$ cat src/rtl/sig_dump.sv
// sig_dump: walks a word-address range of the data RAM and streams each word out over valid/ready.
//   clk, rst              clock, asynchronous active-high reset
//   start                 begin a dump (sampled only while idle)
//   begin_addr, end_addr  first and one-past-last word address, sampled with start
//   ram_re, ram_addr      RAM read port request (data returns one cycle later)
//   ram_rdata             RAM read data
//   out_valid, out_data   stream word, held stable until out_ready
//   out_last              marks the final word of the range
//   out_ready             downstream accept
//   busy, done            dump in progress, one-cycle completion pulse
module sig_dump #(
    parameter int ADDR_WIDTH = 10
) (
    input  logic                  clk,
    input  logic                  rst,
    input  logic                  start,
    input  logic [ADDR_WIDTH-1:0] begin_addr,
    input  logic [ADDR_WIDTH-1:0] end_addr,
    output logic                  ram_re,
    output logic [ADDR_WIDTH-1:0] ram_addr,
    input  logic [31:0]           ram_rdata,
    output logic                  out_valid,
    output logic [31:0]           out_data,
    output logic                  out_last,
    input  logic                  out_ready,
    output logic                  busy,
    output logic                  done
);
    typedef enum logic [1:0] {IDLE, RUN, DONE} state_t;
    state_t state_q, state_d;
    logic [ADDR_WIDTH-1:0] rd_ptr_q, rd_ptr_d, remaining_q, remaining_d;
    logic [ADDR_WIDTH-1:0] issued_q, issued_d, popped_q, popped_d;
    logic inflight_q;
    logic [31:0] fifo_q [2];
    logic wr_q, rd_q;
    logic [1:0] cnt_q;
    logic pop, credit;
    assign out_valid = cnt_q != 2'd0;
    assign pop       = out_valid && out_ready;
    // Every issued read needs a guaranteed buffer slot; a pop this cycle frees one.
    assign credit    = (cnt_q + 2'(inflight_q)) <= (pop ? 2'd2 : 2'd1);
    assign ram_re    = state_q == RUN && issued_q < remaining_q && credit;
    assign ram_addr  = rd_ptr_q;
    assign out_data  = out_valid ? fifo_q[rd_q] : 32'd0;
    // Head word number equals the count of words already popped.
    assign out_last  = out_valid && popped_q == remaining_q - ADDR_WIDTH'(1);
    assign busy      = state_q != IDLE;
    assign done      = state_q == DONE;
    always_comb begin
        state_d     = state_q;
        rd_ptr_d    = rd_ptr_q;
        remaining_d = remaining_q;
        issued_d    = issued_q;
        popped_d    = popped_q;
        case (state_q)
            IDLE: if (start) begin
                rd_ptr_d    = begin_addr;
                remaining_d = end_addr - begin_addr;
                issued_d    = '0;
                popped_d    = '0;
                state_d     = end_addr == begin_addr ? DONE : RUN;
            end
            RUN: begin
                rd_ptr_d = ram_re ? rd_ptr_q + ADDR_WIDTH'(1) : rd_ptr_q;
                issued_d = ram_re ? issued_q + ADDR_WIDTH'(1) : issued_q;
                popped_d = pop ? popped_q + ADDR_WIDTH'(1) : popped_q;
                state_d  = pop && out_last ? DONE : RUN;
            end
            default: state_d = IDLE;
        endcase
    end
    always_ff @(posedge clk or posedge rst) begin
        if (rst) begin
            state_q     <= IDLE;
            rd_ptr_q    <= '0;
            remaining_q <= '0;
            issued_q    <= '0;
            popped_q    <= '0;
            inflight_q  <= 1'b0;
            wr_q        <= 1'b0;
            rd_q        <= 1'b0;
            cnt_q       <= 2'd0;
        end else begin
            state_q     <= state_d;
            rd_ptr_q    <= rd_ptr_d;
            remaining_q <= remaining_d;
            issued_q    <= issued_d;
            popped_q    <= popped_d;
            inflight_q  <= ram_re;
            wr_q        <= wr_q ^ inflight_q;
            rd_q        <= rd_q ^ pop;
            cnt_q       <= cnt_q + 2'(inflight_q) - 2'(pop);
        end
    end
    // Storage needs no reset: out_data is gated by out_valid.
    always_ff @(posedge clk) begin
        if (inflight_q) fifo_q[wr_q] <= ram_rdata;
    end
endmodule

$ cat config.mk
export PLATFORM = sky130hd
export DESIGN_NAME = sig_dump
export DESIGN_NICKNAME = d
export VERILOG_FILES = /design/src/rtl/sig_dump.sv
export SDC_FILE = /design/constraint.sdc
export NUM_CORES = 1
export LEC_CHECK = 0
export ABC_AREA = 1
export BUFFER_PORTS_ARGS = -buffer_cell sky130_fd_sc_hd__buf_2
export CORE_AREA = 5 5 116 107
export CTS_CLUSTER_SIZE = 8
export DETAILED_ROUTE_END_ITERATION = 8
export DIE_AREA = 0 0 121 112
export GPL_TIMING_DRIVEN = 0
export PLACE_DENSITY = 0.79
export SLEW_MARGIN = 20
export SYNTH_ARGS = -nofsm -noshare
export SYNTH_HDL_FRONTEND = slang
export SYNTH_SLANG_ARGS = --single-unit
$ cat constraint.sdc
create_clock -name clk -period 2.5 [get_ports clk]
set_clock_uncertainty 0.15 [all_clocks]
set_input_delay 0 -clock clk [delete_from_list [all_inputs] [get_ports clk]]
set_output_delay 0 -clock clk [all_outputs]
set_load 0.05 [all_outputs]
==> key figures <==
Final layout
  • Nets: 966
  • Antenna diodes: 0
  • Post-Route Utilization: 70.82%
  • Share of layout cells above drive strength 1: 20.11%
  • Non-filler cells, final: 1,041
  • Area growth syn-to-layout: 30.39%
  • FILL cells: 791

Die
  • I/O Pins: 103
  • Initial Utilization: 54.31%
  • # rows: 37
  • Die height: 112 µm
  • Core area: 11,160 µm²
  • Die X-Extent: 121 µm
  • Die area: 13,550 µm²

Synth
  • Synth cell types: 37
  • Synth top area cells: edfxtp_1 32%, dfrtp_1 19%, nand2_1 12%
  • Async S/R FF share, synth: 42.34%
  • Count leader, synth: nand2_1
  • Main synth FF type: edfxtp_1
  • Area leader, netlist: edfxtp_1
  • Synth warn: 0
  • Seq cells post-synth: 111
  • Seq/Total Area, Yosys: 51.13%
  • Synthesized Nets: 785
  • Area fraction of the dominant cell type after synthesis: 31.72%
  • Syn Std Cell Area: 6060 µm²
  • Syn Inst Count: 699
  • Mean Syn Cell Area: 8.669 µm²
  • Post-synth EDFFs: 64
  • Post-synth top cells: 195 x nand2_1, 74 x inv_1, 64 x edfxtp_1, 58 x nand3_1, 52 x a21oi_1

Clock tree
  • Htree depth: 3
  • TritonCTS Buffers: 9
  • Clk Latency, worst-skew pair: 0.36 ns
  • CTS tree: done
  • CTS max path bufs: 2
  • Root buffer cell: clkbuf_16
  • CTS sink cnt: 111
  • Reg clk slew, reported paths: 0.08 ns

Status
  • Status: finished clean

STA
  • Worst Tran Pin Value: 0.5303 ns
  • Crit share post-route: 97.23%
  • Final Max Slew Viols: 0
  • Headroom to the max-slew limit: 64.60%
  • Setup Viol. Count Final: 0
  • Minimum clock period: 2.431 ns
  • Final Hold Fails: 0
  • Highest achievable clock rate: 411.4 MHz

Placement
  • Final HPWL DP: 10,920 µm
  • Routability cong.: 0.9003
  • DP Cell Count: 960
  • PortBufs: 102

Detailed routing
  • Routed WL: 16,530 µm
  • Drt first pass iters: 5
  • Initial DRC Count: 499
  • DRC errors left: 0
  • WL per Instance: 15.88 µm
  • Detail Route Antenna Nets: 0
  • Routed vias/inst: 5.398
  • DR vias: 5,619

Setup path
  • Crit start category: register
  • Critical Path Fanout Max: 3
  • WP data required: 2.35 ns
  • WS Path Type: reg -> out
  • RR Endpoint: issued_q[4]$_DFFE_PP0P_
  • Reg-to-Reg Start: cnt_q[0]$_DFF_PP0_
  • CP arrival: 2.28 ns
  • R2R setup slack: 0.08 ns
  • R2R depth: 14
  • CP Capture Type: output pin

Pwr
  • Switching Fraction: 51.10%
  • Net Switching: 0.005525 W
  • Peak VDD IR: 0.0009044 V
  • Pwr dens: 1368 nW/µm²
  • P_leak: 3.680 nW
  • Combinational Power Share: 59.1%
  • Clk pwr share: 13.6%
  • Internal power: 0.005288 W
  • Flop pwr share: 27.3%

Global route
  • GRT Total Usage: 23.91%
  • Largest net degree at the start of global routing: 26
  • Initial antenna violation count: 0
  • Number of global-route vias before repair: 5,577
  • First-pass GRT wire length: 26,210 µm
  • Gr ovfl total: 0

Hold path
  • Min-Delay Startpoint: end_addr[1]
  • Min-Delay Path Class: in -> reg
  • WHS Endpoint: remaining_q[1]$_DFFE_PP0P_
  • Cell count of the worst hold path: 4

Job
  • Max_cap viols: 0
## critical path, stage by stage (launching register included)
cell and delay [ns]:
dfrtp_2 0.46, ha_4 0.19, xor2_4 0.16, ha_4 0.28, inv_2 0.03, nor2_2 0.10
a2bb2oi_2 0.14, inv_1 0.05, nand4_1 0.15, clkbuf_8 0.18, inv_4 0.04, buf_8 0.14
## cells by family (layout without fill, tap and decap cells)
| logic type | count (synthesis) | in the layout | share of synthesized area [%] |
|---|---|---|---|
| adder cells (fa/ha/maj) | 30 | 30 | 6.318 |
| AO/OA/AOI/OAI | 101 | 101 | 8.899 |
| AND/OR/NAND/NOR | 338 | 338 | 24.32 |
| buffers and inverters | 98 | 284 | 6.298 |
| XOR/XNOR | 21 | 21 | 3.035 |
| flip-flops | 111 | 111 | 51.13 |
## per-stage QoR
step                cell area (µm²)  setup slack [ns]  setup TNS [ns]  hold slack [ns]  power [W]
global route                   7901          -0.01626        -0.05896          0.04351    0.01146
floorplan                      6060            0.1204               0         -0.05113   0.006971
detailed placement             6845          -0.07475        -0.07475         -0.08181   0.008402
finish                         7901           0.06928               0         0.004712    0.01081
global placement               6765          -0.03811        -0.03811          0.03840   0.008142
CTS                            7714          0.005375               0         0.001707    0.01014
## how the worst max path moves through the flow
stage,from,to,cells after the start
2_1_floorplan,cnt_q[0]$_DFF_PP0_,inflight_q$_DFF_PP0_,10
3_3_place_gp,inflight_q$_DFF_PP0_,ram_re,11
3_5_place_dp,inflight_q$_DFF_PP0_,ram_re,11
4_1_cts,cnt_q[0]$_DFF_PP0_,issued_q[0]$_DFFE_PP0P_,15
5_1_grt,cnt_q[0]$_DFF_PP0_,issued_q[4]$_DFFE_PP0P_,14
6_report,cnt_q[0]$_DFF_PP0_,ram_re,11
## state kept, by name, summed over array words and instances, names as in the netlist
signal / cells
fifo_q: 64
issued_q: 10
popped_q: 10
ram_addr: 10
remaining_q: 10
cnt_q: 2
state_q: 2
inflight_q: 1
rd_q: 1
wr_q: 1
## power by group through the flow
stage,clock (W),sequential (W),combinational (W)
after floorplan,0,0.00311,0.00386
after global placement,0,0.00295,0.00519
after detailed placement,0,0.00296,0.00545
after CTS,0.00148,0.00293,0.00574
after global routing,0.00157,0.00300,0.00689
final,0.00147,0.00296,0.00639
## cell type report
cell class / count / area, µm² / share of cell area (%)
flip-flops and latches: 111 / 3102 / 39.26
inverters: 75 / 284.0 / 3.595
multi-input cells: 490 / 2661 / 33.68
well taps: 156 / 195.2 / 2.470
plain buffers: 23 / 123.9 / 1.568
clock inverters: 7 / 83.83 / 1.061
repair buffers: 170 / 1226 / 15.52
clock buffers: 9 / 225.2 / 2.850
## what timing repair did
action | 4_1_cts | 5_1_grt
hold buffers | 50 | 0
endpoints found under the hold margin | 130 | 0
setup buffers | 4 | 9
setup endpoints to repair | 11 | 22
gates cloned | 0 | 2
pin swaps | 1 | 6
gates resized for setup | 9 | 30
## metal layers
layer / up-vias / track usage, % / routed length, µm / part of all wire, %
li1: 2684 / - / - / -
met1: 2641 / 29.88 / 6852 / 41
met2: 261 / 41.67 / 8126 / 49
met3: 33 / 4.469 / 1206 / 7.3
met4: 0 / 7.931 / 349 / 2.1
met5: - / 0 / 0 / 0
## cell usage in the layout (no fill, tap or decap), types with 5 or more instances in the layout
cell type | netlist | routed
dfrtp_1 | 47 | 44
buf_2 | 5 | 103
nand4_1 | 9 | 9
clkbuf_1 | 17 | 15
nand3_1 | 58 | 58
a21oi_1 | 52 | 52
edfxtp_1 | 64 | 64
o21ai_0 | 33 | 33
clkbuf_16 | 0 | 9
nor2_1 | 42 | 41
ha_1 | 29 | 24
nand2_1 | 195 | 194
nor2_2 | 7 | 7
dlygate4sd3_1 | 0 | 50
xor2_1 | 15 | 14
a31oi_1 | 5 | 5
xnor2_1 | 6 | 6
buf_4 | 0 | 12
inv_1 | 74 | 71
nor3_1 | 10 | 10
buf_6 | 1 | 7
No activity file was read; power rests on OpenSTA's default activity.
